`src/rtl/inst_seq_mem.sv`:
```
// inst_seq_mem: instruction memory and sequencer feeding a PE decoder.
// A program is loaded one instruction per cycle while idle. Each falling
// edge of data_valid queues a trigger, and each dequeued trigger streams
// the stored program out as a registered instruction stream. Triggers
// queue up to 2**PEND_W-1 deep, and sequences run back to back.
// Optional feature macro: IM_LOOP_EN. When it is defined, rep_cnt selects
// the number of passes per trigger. Without it, every trigger gives a
// single pass.
module inst_seq_mem #(
   parameter int INST_W = 64,
   parameter int ADDR_W = 4,
   parameter int REP_W  = 4,
   parameter int PEND_W = 2
) (
   input  logic              clk,
   input  logic              rst,
   input  logic              inst_wr,
   input  logic [INST_W-1:0] inst_in,
   input  logic              prog_clr,
   input  logic              data_valid,
   input  logic [REP_W-1:0]  rep_cnt,
   output logic [INST_W-1:0] inst_out,
   output logic              inst_vld,
   output logic [ADDR_W-1:0] pc_out,
   output logic              busy,
   output logic              done,
   output logic [ADDR_W:0]   prog_len,
   output logic              wr_full,
   output logic              wr_drop,
   output logic              trig_ovf
);

   localparam int DEPTH = 1 << ADDR_W;
   localparam logic [PEND_W-1:0] PEND_MAX = '1;

   typedef enum logic {S_IDLE, S_RUN} state_t;

   state_t              state_q, state_d;
   logic [ADDR_W-1:0]   pc_q, pc_d;
   logic [PEND_W-1:0]   pend_q, pend_d;
   logic [ADDR_W:0]     prog_len_q, prog_len_d;
   logic                trig_ovf_q, trig_ovf_d;
   logic                dv_d1_q, dv_d1_d;
   logic                inst_vld_q, inst_vld_d;
   logic [ADDR_W-1:0]   pc_out_q, pc_out_d;
   logic                done_q, done_d;
   logic                wr_drop_q, wr_drop_d;
   logic [INST_W-1:0]   inst_out_q;

   logic                trig;
   logic                mem_we;
   logic                rd_en;
   logic                start;
   logic                deq;
   logic                pass_dec;
   logic                last_pass;
   logic                full;

   // Program storage: one write port, one synchronous read port, no reset.
   logic [INST_W-1:0]   mem [DEPTH];

   assign trig = dv_d1_q & ~data_valid;
   assign full = (prog_len_q == (ADDR_W+1)'(DEPTH));

`ifdef IM_LOOP_EN
   logic [REP_W-1:0] pass_q, pass_d;

   assign last_pass = (pass_q == REP_W'(1));

   // Pass counter: loaded at the start of every sequence, with 0 treated as 1.
   always_comb begin
      pass_d = pass_q;
      if (start)
         pass_d = (rep_cnt == '0) ? REP_W'(1) : rep_cnt;
      else if (pass_dec)
         pass_d = pass_q - 1'b1;
   end

   // Pass counter register.
   always_ff @(posedge clk) begin
      if (rst) pass_q <= '0;
      else     pass_q <= pass_d;
   end
`else
   logic loop_unused;

   // Every pass is the final pass, so rep_cnt has no effect.
   assign last_pass   = 1'b1;
   assign loop_unused = ^{rep_cnt, pass_dec};
`endif

   // Sequencer next state, program loading and the trigger queue.
   always_comb begin
      state_d    = state_q;
      pc_d       = pc_q;
      pend_d     = pend_q;
      prog_len_d = prog_len_q;
      trig_ovf_d = trig_ovf_q;
      dv_d1_d    = data_valid;
      mem_we     = 1'b0;
      rd_en      = 1'b0;
      start      = 1'b0;
      deq        = 1'b0;
      pass_dec   = 1'b0;
      done_d     = 1'b0;
      wr_drop_d  = 1'b0;

      case (state_q)
         S_IDLE: begin
            if (prog_clr) begin
               prog_len_d = '0;
               trig_ovf_d = 1'b0;
            end else if (inst_wr) begin
               if (full) begin
                  wr_drop_d = 1'b1;
               end else begin
                  mem_we     = 1'b1;
                  prog_len_d = prog_len_q + 1'b1;
               end
            end
            // A clear in the same cycle wins over starting on the old program.
            if (pend_q != '0 && prog_len_q != '0 && !prog_clr) begin
               start   = 1'b1;
               deq     = 1'b1;
               pc_d    = '0;
               state_d = S_RUN;
            end
         end
         S_RUN: begin
            rd_en     = 1'b1;
            wr_drop_d = inst_wr;
            if ({1'b0, pc_q} == prog_len_q - 1'b1) begin
               pc_d = '0;
               if (last_pass) begin
                  done_d = 1'b1;
                  // A queued trigger chains into a new sequence with no gap.
                  if (pend_q != '0) begin
                     start = 1'b1;
                     deq   = 1'b1;
                  end else begin
                     state_d = S_IDLE;
                  end
               end else begin
                  pass_dec = 1'b1;
               end
            end else begin
               pc_d = pc_q + 1'b1;
            end
         end
         default: state_d = S_IDLE;
      endcase

      // Without a program, triggers are discarded. Otherwise the queue counts.
      if (state_q == S_IDLE && prog_len_q == '0) begin
         pend_d = '0;
      end else begin
         case ({trig, deq})
            2'b10: begin
               if (pend_q == PEND_MAX) trig_ovf_d = 1'b1;
               else                    pend_d     = pend_q + 1'b1;
            end
            2'b01:   pend_d = pend_q - 1'b1;
            default: pend_d = pend_q;
         endcase
      end
   end

   // Output stage: the read register and its address, valid and done travel together.
   always_comb begin
      inst_vld_d = rd_en;
      pc_out_d   = rd_en ? pc_q : pc_out_q;
   end

   // Control and status registers.
   always_ff @(posedge clk) begin
      if (rst) begin
         state_q    <= S_IDLE;
         pc_q       <= '0;
         pend_q     <= '0;
         prog_len_q <= '0;
         trig_ovf_q <= 1'b0;
         dv_d1_q    <= 1'b0;
         inst_vld_q <= 1'b0;
         pc_out_q   <= '0;
         done_q     <= 1'b0;
         wr_drop_q  <= 1'b0;
      end else begin
         state_q    <= state_d;
         pc_q       <= pc_d;
         pend_q     <= pend_d;
         prog_len_q <= prog_len_d;
         trig_ovf_q <= trig_ovf_d;
         dv_d1_q    <= dv_d1_d;
         inst_vld_q <= inst_vld_d;
         pc_out_q   <= pc_out_d;
         done_q     <= done_d;
         wr_drop_q  <= wr_drop_d;
      end
   end

   // Memory write port: this is the only place the array is written.
   always_ff @(posedge clk) begin
      if (mem_we) mem[prog_len_q[ADDR_W-1:0]] <= inst_in;
   end

   // Synchronous read port. It holds its value between runs.
   always_ff @(posedge clk) begin
      if (rst)        inst_out_q <= '0;
      else if (rd_en) inst_out_q <= mem[pc_q];
   end

   assign inst_out = inst_out_q;
   assign inst_vld = inst_vld_q;
   assign pc_out   = pc_out_q;
   assign busy     = (state_q == S_RUN);
   assign done     = done_q;
   assign prog_len = prog_len_q;
   assign wr_full  = full;
   assign wr_drop  = wr_drop_q;
   assign trig_ovf = trig_ovf_q;

endmodule

```
`config.mk`:
```
export PLATFORM = sky130hd
export DESIGN_NAME = inst_seq_mem
export DESIGN_NICKNAME = d
export VERILOG_FILES = /design/src/rtl/inst_seq_mem.sv
export SDC_FILE = /design/constraint.sdc
export NUM_CORES = 1
export LEC_CHECK = 0
export CAP_MARGIN = 20
export CORE_ASPECT_RATIO = 1.4
export CORE_MARGIN = 2
export CORE_UTILIZATION = 55
export CTS_CLUSTER_DIAMETER = 40
export CTS_CLUSTER_SIZE = 30
export DETAILED_ROUTE_END_ITERATION = 6
export PLACE_DENSITY = 0.72
export RECOVER_POWER = 100
export SLEW_MARGIN = 20
export SYNTH_ARGS = -nofsm -noshare
export SYNTH_HDL_FRONTEND = slang
export SYNTH_SLANG_ARGS = --single-unit
```
`constraint.sdc`:
```
create_clock -name clk -period 6.3 [get_ports clk]
set_input_delay 0.63 -clock clk [delete_from_list [all_inputs] [get_ports clk]]
set_output_delay 0.63 -clock clk [all_outputs]
set_load 0.01 [all_outputs]
```
* After elaboration in Yosys (flattened, before gate mapping)
Memories as Yosys holds them, arrays and structs flattened. A register that Yosys moved wholly into a read port is not among the register bits. Index checks and enable logic that the tools add are counted. W data, S select, Z words.
Operators by class: $add $sub $neg 5, eq/ne operators 8, mux-type cells 31, bitwise logic cells 3, reduce and logical (&&, ||, !) cells 13
Operators with widths (count):
- $mux W1 | 20
- $mux W5 | 3
- $mux W4 | 2
- $pmux W4 S2 | 1
- $ne A2 B2 Y1 const B | 3
- $pmux W1 S2 | 3
- $reduce_bool A2 Y1 | 3
- $add A5 B1 Y5 const B | 1
- $eq A4 B5 Y1 | 1
- $eq A5 B5 Y1 const B | 1
- $logic_not A5 Y1 | 1
- $reduce_bool A5 Y1 | 1
- $sub A5 B1 Y5 const B | 1
- $add A4 B1 Y4 const B | 1
- $eq A2 B2 Y1 const B | 2
- $pmux W2 S2 | 1
- $reduce_or A2 Y1 | 2
- $logic_and A1 B1 Y1 | 3
- $reduce_and A3 Y1 | 1
- $add A2 B1 Y2 const B | 1
- $eq A2 B1 Y1 const B | 1
- $mux W2 | 1
- $not A1 Y1 | 2
- $reduce_and A2 Y1 | 1
- other kinds (3) | 3
Word-level totals: register bits 21, bits in writable memories 1024, input port bits 73, logic and storage cells 71, memories 1
Memory list:
- mem | depth 16, width 64, read ports 1, clocked after Yosys merged registers in 1, wr ports 1, line 60 | logic [INST_W-1:0] mem [DEPTH];

* Logic depth before layout (Yosys ltp)
Gate-level depths: netlist (run 1).
depth in word-level cells 8, gate-level depth with buffers 9, depth with buffers taken out 8

* Least setup slack after synthesis (run 1)
No wires, ideal clock.
kind register -> register, start point reg prog_len_q[0], in the netlist prog_len[0], end point mem mem[3][0], enable pin, library setup time 565 ps, arrival 6238 ps, required time 5735 ps, setup slack -502 ps, stages on the path, launching flop included 9, clock period less this slack 6802 ps, cells stage by stage dfxtp_1 inv_1 ha_1 and4bb_2 nor3b_1 and2_0 buf_2 nand2_1 nor3_1
On the way: cells in the longest elaborated chain, start to end 7
Ends and longest elaborated chain:
- start: declaration | line 41 | logic [ADDR_W:0] prog_len_q, prog_len_d;
- start signal: assignment | line 191 | prog_len_q <= prog_len_d;
- $eq A5 B5 Y1 | line 63 | assign full = (prog_len_q == (ADDR_W+1)'(DEPTH));
- via wr_full | line 28 | output logic wr_full,
- $mux W1 | line 114 | if (full) begin
- $mux W1 | line 113 | end else if (inst_wr) begin
- $mux W1 | line 110 | if (prog_clr) begin
- $mux W1 | line 108 | case (state_q)
- $mux W1 | line 203 | if (mem_we) mem[prog_len_q[ADDR_W-1:0]] <= inst_in;
- $mux W1 (implied by the code) | line 203
- end: declaration | line 60
The timed path passes the listed nets, and every way through them passes these cells.

* Worst setup path in the final report (run 1)
start point reg prog_len_q[0], in the netlist prog_len[0], end point mem mem[6][32], enable pin
On the way: cells in the longest elaborated chain, start to end 7
Ends and longest elaborated chain (line):
- $eq A5 B5 Y1 | 63
- $mux W1 | 114
- $mux W1 | 113
- $mux W1 | 110
- $mux W1 | 108
- $mux W1 | 203
- $mux W1 (implied by the code) | 203
Parallel ways exist; a longest one is shown, timed or not.

==> results of run 1 <==
[report_power, final]
| part | switching, mW | total, mW | internal, mW |
|---|---|---|---|
| clock network | 3.12 | 6.57 | 3.45 |
| registers | 0.00731 | 8.06 | 8.06 |
| logic | 0.145 | 0.212 | 0.0672 |
[flip-flops by register name, summed over array words and instances (netlist names)]
register  flops
busy          1
done          1
dv_d1_q       1
inst_out     64
inst_vld      1
mem        1024
pc_out        4
pc_q          4
pend_q        2
prog_len      5
trig_ovf      1
wr_drop       1
[cell type report]
cell class | instances | share of cell area (%)
Antenna cell | 7 | 0.0362
Clock buffer | 105 | 5.37
Clock inverter | 91 | 2.25
Inverter | 4 | 0.0310
Multi-Input combinational cell | 617 | 19.0
Sequential cell | 1109 | 67.1
Tap cell | 976 | 2.52
Timing Repair Buffer | 177 | 3.73
[cells in the final DEF (no fill, tap or decap), types with 9 or more instances in the layout]
cell	Yosys	layout
inv_8	0	16
clkbuf_16	0	103
clkinv_8	0	15
nand2_1	9	9
mux4_2	247	247
dlygate4sd3_1	0	143
inv_6	0	25
edfxtp_1	1024	1024
dfxtp_1	85	84
a21oi_1	32	32
buf_12	3	12
mux2_2	12	12
nor2_1	86	79
o21ai_0	9	9
mux4_1	51	51
mux2i_1	85	85
[layer usage]
| metal | share of wire (%) | vias up |
|---|---|---|
| met5 | 0.072 | - |
| met4 | 2.1 | 10 |
| met3 | 6.6 | 137 |
| met2 | 51 | 701 |
| met1 | 40 | 10209 |
| li1 | - | 8160 |
[per-stage QoR]
| step | setup slack [ns] | utilization (%) | power, mW | hold WS, ns |
|---|---|---|---|---|
| 6_report | 1.34 | 63.4 | 14.8 | 0.493 |
| 3_3_place_gp | 2.35 | 58.8 | 8.43 | 0.473 |
| 5_1_grt | 1.08 | 63.4 | 15.2 | 0.513 |
| 3_5_place_dp | 2.29 | 58.8 | 8.45 | 0.480 |
| 4_1_cts | 2.28 | 63.6 | 15.0 | 0.325 |
| 2_1_floorplan | 1.21 | - | 8.29 | 0.497 |
[cell families (layout without fill, tap and decap cells)]
| logic type | after synthesis | in the layout | synth area share [%] |
|---|---|---|---|
| compound gates | 76 | 76 | 1.14 |
| buf+inv | 105 | 377 | 1.50 |
| mux | 395 | 395 | 18.7 |
| simple gates | 133 | 133 | 1.40 |
| fa+ha+maj | 6 | 6 | 0.178 |
| xor+xnor | 7 | 7 | 0.145 |
| flops | 1109 | 1109 | 76.9 |
| other cells | 0 | 7 | 0 |
[worst min path at each step]
| stage | cells after the start | end | slack, ns | startpoint |
|---|---|---|---|---|
| 2_1_floorplan | 2 | trig_ovf$_SDFF_PP0_ | 0.50 | pend_q[1]$_SDFFE_PP0P_ |
| 3_3_place_gp | 2 | inst_out[18]$_SDFFE_PP0P_ | 0.47 | inst_out[18]$_SDFFE_PP0P_ |
| 3_5_place_dp | 2 | inst_out[53]$_SDFFE_PP0P_ | 0.48 | inst_out[53]$_SDFFE_PP0P_ |
| 4_1_cts | 2 | pc_q[3]$_SDFFE_PP0P_ | 0.32 | rst |
| 5_1_grt | 2 | inst_out[1]$_SDFFE_PP0P_ | 0.51 | inst_out[1]$_SDFFE_PP0P_ |
| 6_report | 2 | inst_out[16]$_SDFFE_PP0P_ | 0.49 | inst_out[16]$_SDFFE_PP0P_ |
[worst max-delay path: cells and delay by family (launching register included)]
| family | cells | cell delay [ns] |
|---|---|---|
| simple gates | 5 | 2.10 |
| buf+inv | 2 | 1.56 |
| flops | 1 | 0.51 |
| fa+ha+maj | 1 | 0.26 |
==> results by group, run 1 <==
CTS
  • Clock tree buffer depth: 3
  • Cells resized by post-CTS repair: 0
  • CTS Buf Count: just over 100
  • Clock sinks: 1109
  • Clk slew on worst S/H paths: roughly 0.070 ns
  • Skew-Pair Late Insertion Delay: approximately 0.70 ns
  • Clk root buf: clkbuf_16
  • Post-CTS setup buffer count: 0
  • H-tree depth: 3
  • CTS tree: yes
  • Hold Buf Count CTS: 0

Placed design
  • Placed Cells: a little under 3000
  • Placed instance area: around 45000 µm²
  • Port Buffers: 147
  • Post-detail-place hpwl: between 40 and 50 mm
  • Global placer's final weighted congestion: 0.740

Floorplanning
  • Initial core utilization: a little under three fifths
  • Die Span Y: about 330 µm
  • Core Box Area: approximately 76000 µm²
  • IO Pins: 152
  • Die ar.: roughly 80000 µm²
  • Die Wd: approximately 240 µm
  • Row count: 120

Pwr
  • VDD IR max: roughly 0.22 mV
  • Pwr dens: around 300 nW/µm²
  • LEAKAGE: between 10 and 15 nW

STA
  • Final setup viols: 0
  • Max-slew headroom: -170%
  • TNS Setup: 0 ns
  • Hold Vio Cnt, Final: 0
  • Tightest Pin Transition: a little over 4 ns
  • Final Skew: 0.0201 ns
  • Final Max Tran Viols: 744
  • RSZ-0062 raised after global routing: false
  • Crit share post-route: 78.7%
  • Final min period: around 5.0 ns
  • Fmax: just over 200 MHz

Logic synthesis
  • Main synth FF type: edfxtp_1
  • Synth top cells by count: edfxtp_1 (1024), mux4_2 (247), nor2_1 (86), dfxtp_1 (85), mux2i_1 (85)
  • Leading area contributor after synthesis: edfxtp_1
  • Post-synth cell types: 45
  • Syn Inst Count: approximately 1800
  • Synth Warn #: 0
  • FFs w/ async S/R, synth: 0%
  • Most instantiated library cell after synthesis: edfxtp_1
  • Sequential share of the synthesized area: around 77%
  • Cell Area, Synth: between 40000 and 50000 µm²
  • Synth area leaders: edfxtp_1 (73%), mux4_2 (13%), dfxtp_1 (4.0%), mux4_1 (3.2%), mux2i_1 (2.0%)
  • #FFs+latches synth: about 1100
  • Syn_nets: around 1900
  • EDFF count, synth: around 1000
  • Yosys top cell area share: 72.9%
  • Mapped Avg Cell Area: ~23 µm²

Global route
  • Pin count of the biggest net entering global routing: between 100 and 150
  • Initial antenna violation count: 15
  • Grt ovf: 0
  • Met3 GRT Util: about 3.6%
  • Total GRT Usage: 23.0%
  • Met1 Use GR: a little under a third
  • Global route hottest layer: met2
  • GRT met2 Usage: approximately two fifths
  • Number of global-route vias before repair: roughly 20000
  • First-pass GRT wire length: between 100 and 150 mm

Drt
  • Final wirelength: 88.8 mm
  • DR vias: 19217
  • Detail Route Antenna Nets: 0
  • Residual DRC: 1
  • Starting DRC count in detailed routing: 2001
  • Drt first pass iters: 7
  • Vias per cell: roughly 6.2
  • Wirelength per Cell: 28.8 µm

Critical path
  • Crit path cell chain: inv_1, ha_1, and4bb_2, nor3b_1, and2_0, nand2_1, nor2_4, clkbuf_2
  • Flop-to-flop setup slack: 1.34 ns
  • CP Data Required Time: about 6.6 ns
  • Critical Path End Type: flip-flop
  • CP Capture Point: mem[6][32]$_DFFE_PP_
  • Crit-path slowest cell: clkbuf_2
  • R2R Path End: mem[6][32]$_DFFE_PP_
  • Crit path from: prog_len[0]$_SDFFE_PP0P_
  • Worst setup SP type: flip-flop
  • R2r worst-path depth: 8
  • Crit path kind: flip-flop to flip-flop
  • Crit path DAT: between 5 and 6 ns
  • Reg2Reg Launch Point: prog_len[0]$_SDFFE_PP0P_
  • Crit-path max cell delay: about 1.4 ns
  • Crit Path Max Fanout: 44

Run status
  • Failing checks: design-rule violations, max-capacitance violations, max-slew violations
  • Status: finished, violations left

Layout
  • Layout area overhead: 14.7%
  • # nets final: approximately 2100
  • Layout Cell Area excl Fill: between 40000 and 50000 µm²
  • Final non-filler cell total: a little over 3000
  • Fill cells: 4878
  • Share of cells above drive strength 1: 23.1%
  • Multi-input logic area: just over 9000 µm²
  • Register area: 32500 µm²

Job
  • Max_cap viols: 22

Worst hold path
  • Tightest Hold Check Type: flip-flop to flip-flop
Power figures use the tool's default switching activity.
==> run 2, diff against run 1 <==
==> constraint.sdc (replaced) <==
create_clock -name clk -period 4.5 [get_ports clk]
set_input_delay 0.45 -clock clk [delete_from_list [all_inputs] [get_ports clk]]
set_output_delay 0.45 -clock clk [all_outputs]
set_load 0.01 [all_outputs]
==> run 2 against run 1 <==
The flow finishes with violations (max-capacitance violations, max-slew violations). Non-clock buffer count increased by 24. Total power increased by 40%. Critical path depth decreased by 1. First-iteration DRC count decreased by 9.6%. Sequential power increased by 40%. Count of clock-buffer cells in the layout increased by 1. Register-to-register slack got worse by 0.77 ns. Global-route usage decreased by 0.63 points. Fmax increased by 26%. Via count increased by 1.1%. Flip-flop and latch count unchanged. Clock power increased by 39%.
==> results by group, run 2 (synthesis gave the netlist of run 1 again) <==
Worst hold path
  • Tightest Hold Check Type: input pin to flip-flop

STA
  • Crit share post-route: 87.3%
  • Hold Vio Cnt, Final: 0
  • Final setup viols: 0
  • Final Skew: just under 0.03 ns
  • Final min period: between 3 and 4 ns
  • Final Max Tran Viols: between 60 and 70
  • Max-slew headroom: -89.8%
  • Tightest Pin Transition: 2.85 ns
  • Fmax: 254 MHz
  • Final worst slack: 0.570 ns
  • RSZ-0062 raised after global routing: false
  • Final hold slack: around 0.39 ns
  • TNS Setup: 0 ns

Drt
  • Residual DRC: 0
  • Final wirelength: slightly below 90 mm
  • Vias per cell: roughly 6.3
  • Wirelength per Cell: ~28 µm
  • Starting DRC count in detailed routing: around 1800
  • DR vias: 19430
  • Drt first pass iters: 5
  • Detail Route Antenna Nets: 0

Layout
  • Commonest cells after routing, fill and taps aside: edfxtp_1 (1024), mux4_2 (247), dlygate4sd3_1 (141)
  • Final non-filler cell total: just over 3000
  • Layout Cell Area excl Fill: slightly below 50000 µm²
  • Fin util: between 60 and 70%
  • Most common cell after layout, fill and taps aside: edfxtp_1
  • Share of cells above drive strength 1: 23.8%
  • # nets final: about 2100
  • Max reg flops: 1024
  • Layout area overhead: 15.2%
  • Fill cells: 4896

CTS
  • Post-CTS setup buffer count: 0
  • H-tree depth: 3
  • Clk slew on worst S/H paths: approximately 0.070 ns
  • CTS tree: yes
  • Skew-Pair Late Insertion Delay: around 0.67 ns
  • Hold Buf Count CTS: 0
  • CTS Buf Count: between 90 and 100
  • Cells resized by post-CTS repair: 0
  • Clk root buf: clkbuf_16
  • Clock tree buffer depth: 3
  • Clock sinks: 1109

Floorplanning
  • Die Wd: around 240 µm
  • Core Box Area: between 70000 and 80000 µm²
  • Initial core utilization: a little under three fifths
  • IO Pins: ~150
  • Die Span Y: 332 µm
  • Row count: 120
  • Die ar.: between 70000 and 80000 µm²

Critical path
  • Crit path cell chain: clkbuf_1, and4bb_2, nor3b_1, and2_0, nand2_1, nor3_4, clkbuf_2
  • CP Buf/Inv Count: 2
  • Worst setup SP type: flip-flop
  • Critical Path End Type: flip-flop
  • Top delay family on crit path: simple AND/OR/NAND/NOR gates
  • Crit-path slowest cell: clkbuf_2
  • Crit Path Max Fanout: 30
  • CP Data Required Time: approximately 4.8 ns
  • Crit path kind: flip-flop to flip-flop
  • Crit path DAT: 4.20 ns
  • Flop-to-flop setup slack: approximately 0.57 ns
  • Crit-path max cell delay: 0.90 ns

Pwr
  • VDD IR max: approximately 0.29 mV
  • Sw Ratio: between 20% and 30%
  • Pwr dens: roughly 430 nW/µm²
  • Sequential share of power: 54.4%
  • Pint: 16.2 mW
  • P_sw: about 4.5 mW
  • Part of the power in combinational logic: approximately 1.4%
  • Clock Power Share: approximately 44%
  • Tot Pwr: about 21 mW
  • LEAKAGE: between 15 and 20 nW

Placed design
  • Placed Cells: between 2000 and 3000
  • Placed instance area: 45100 µm²
  • Global placer's final weighted congestion: around 0.74
  • Port Buffers: about 150
  • Post-detail-place hpwl: 44.3 mm
  • Place WS: around 0.90 ns

Global route
  • Met3 GRT Util: 3.49%
  • GRT met2 Usage: between 30% and 40%
  • Grt ovf: 0
  • Global route hottest layer: met2
  • Number of global-route vias before repair: around 20000
  • Pin count of the biggest net entering global routing: between 60 and 70
  • Met1 Use GR: a little under a third
  • Total GRT Usage: between 20% and 30%
  • First-pass GRT wire length: 129 mm
  • Initial antenna violation count: 17

Run status
  • Status: finished, violations left
  • Failing checks: max-capacitance violations, max-slew violations

Job
  • Max_cap viols: 3
run 2: power by group through the flow:
stage	registers, mW	logic, mW	clock network (mW)
after floorplan	11.5	0.0892	0
after global placement	11.5	0.289	0
after detailed placement	11.5	0.310	0
after CTS	11.3	0.311	9.32
after global routing	11.3	0.320	9.68
final	11.3	0.295	9.16
run 2: per-layer routing:
layer / vias up / part of all wire [%]
met5: - / 0.10
met4: 14 / 2.2
met3: 160 / 6.4
met2: 745 / 51
met1: 10326 / 40
li1: 8185 / -
run 2: final timing paths:
check,start,end,cells past startpoint
min reg2reg,inst_out[2]$_SDFFE_PP0P_,inst_out[2]$_SDFFE_PP0P_,2
max,prog_len[3]$_SDFFE_PP0P_,mem[3][29]$_DFFE_PP_,7
min,inst_wr,wr_drop$_SDFF_PP0_,2
max reg2reg,prog_len[3]$_SDFFE_PP0P_,mem[3][29]$_DFFE_PP_,7
run 2: cell type report:
| type | count | area [µm²] | area share, % |
|---|---|---|---|
| multi-input cells | 617 | 9150 | 18.8 |
| diodes | 2 | 5.00 | 0.0103 |
| well taps | 976 | 1220 | 2.51 |
| inverters | 4 | 15.0 | 0.0309 |
| flip-flops and latches | 1109 | 32500 | 66.8 |
| repair buffers | 201 | 2040 | 4.21 |
| clock inverters | 79 | 1140 | 2.36 |
| clock buffers | 106 | 2540 | 5.23 |
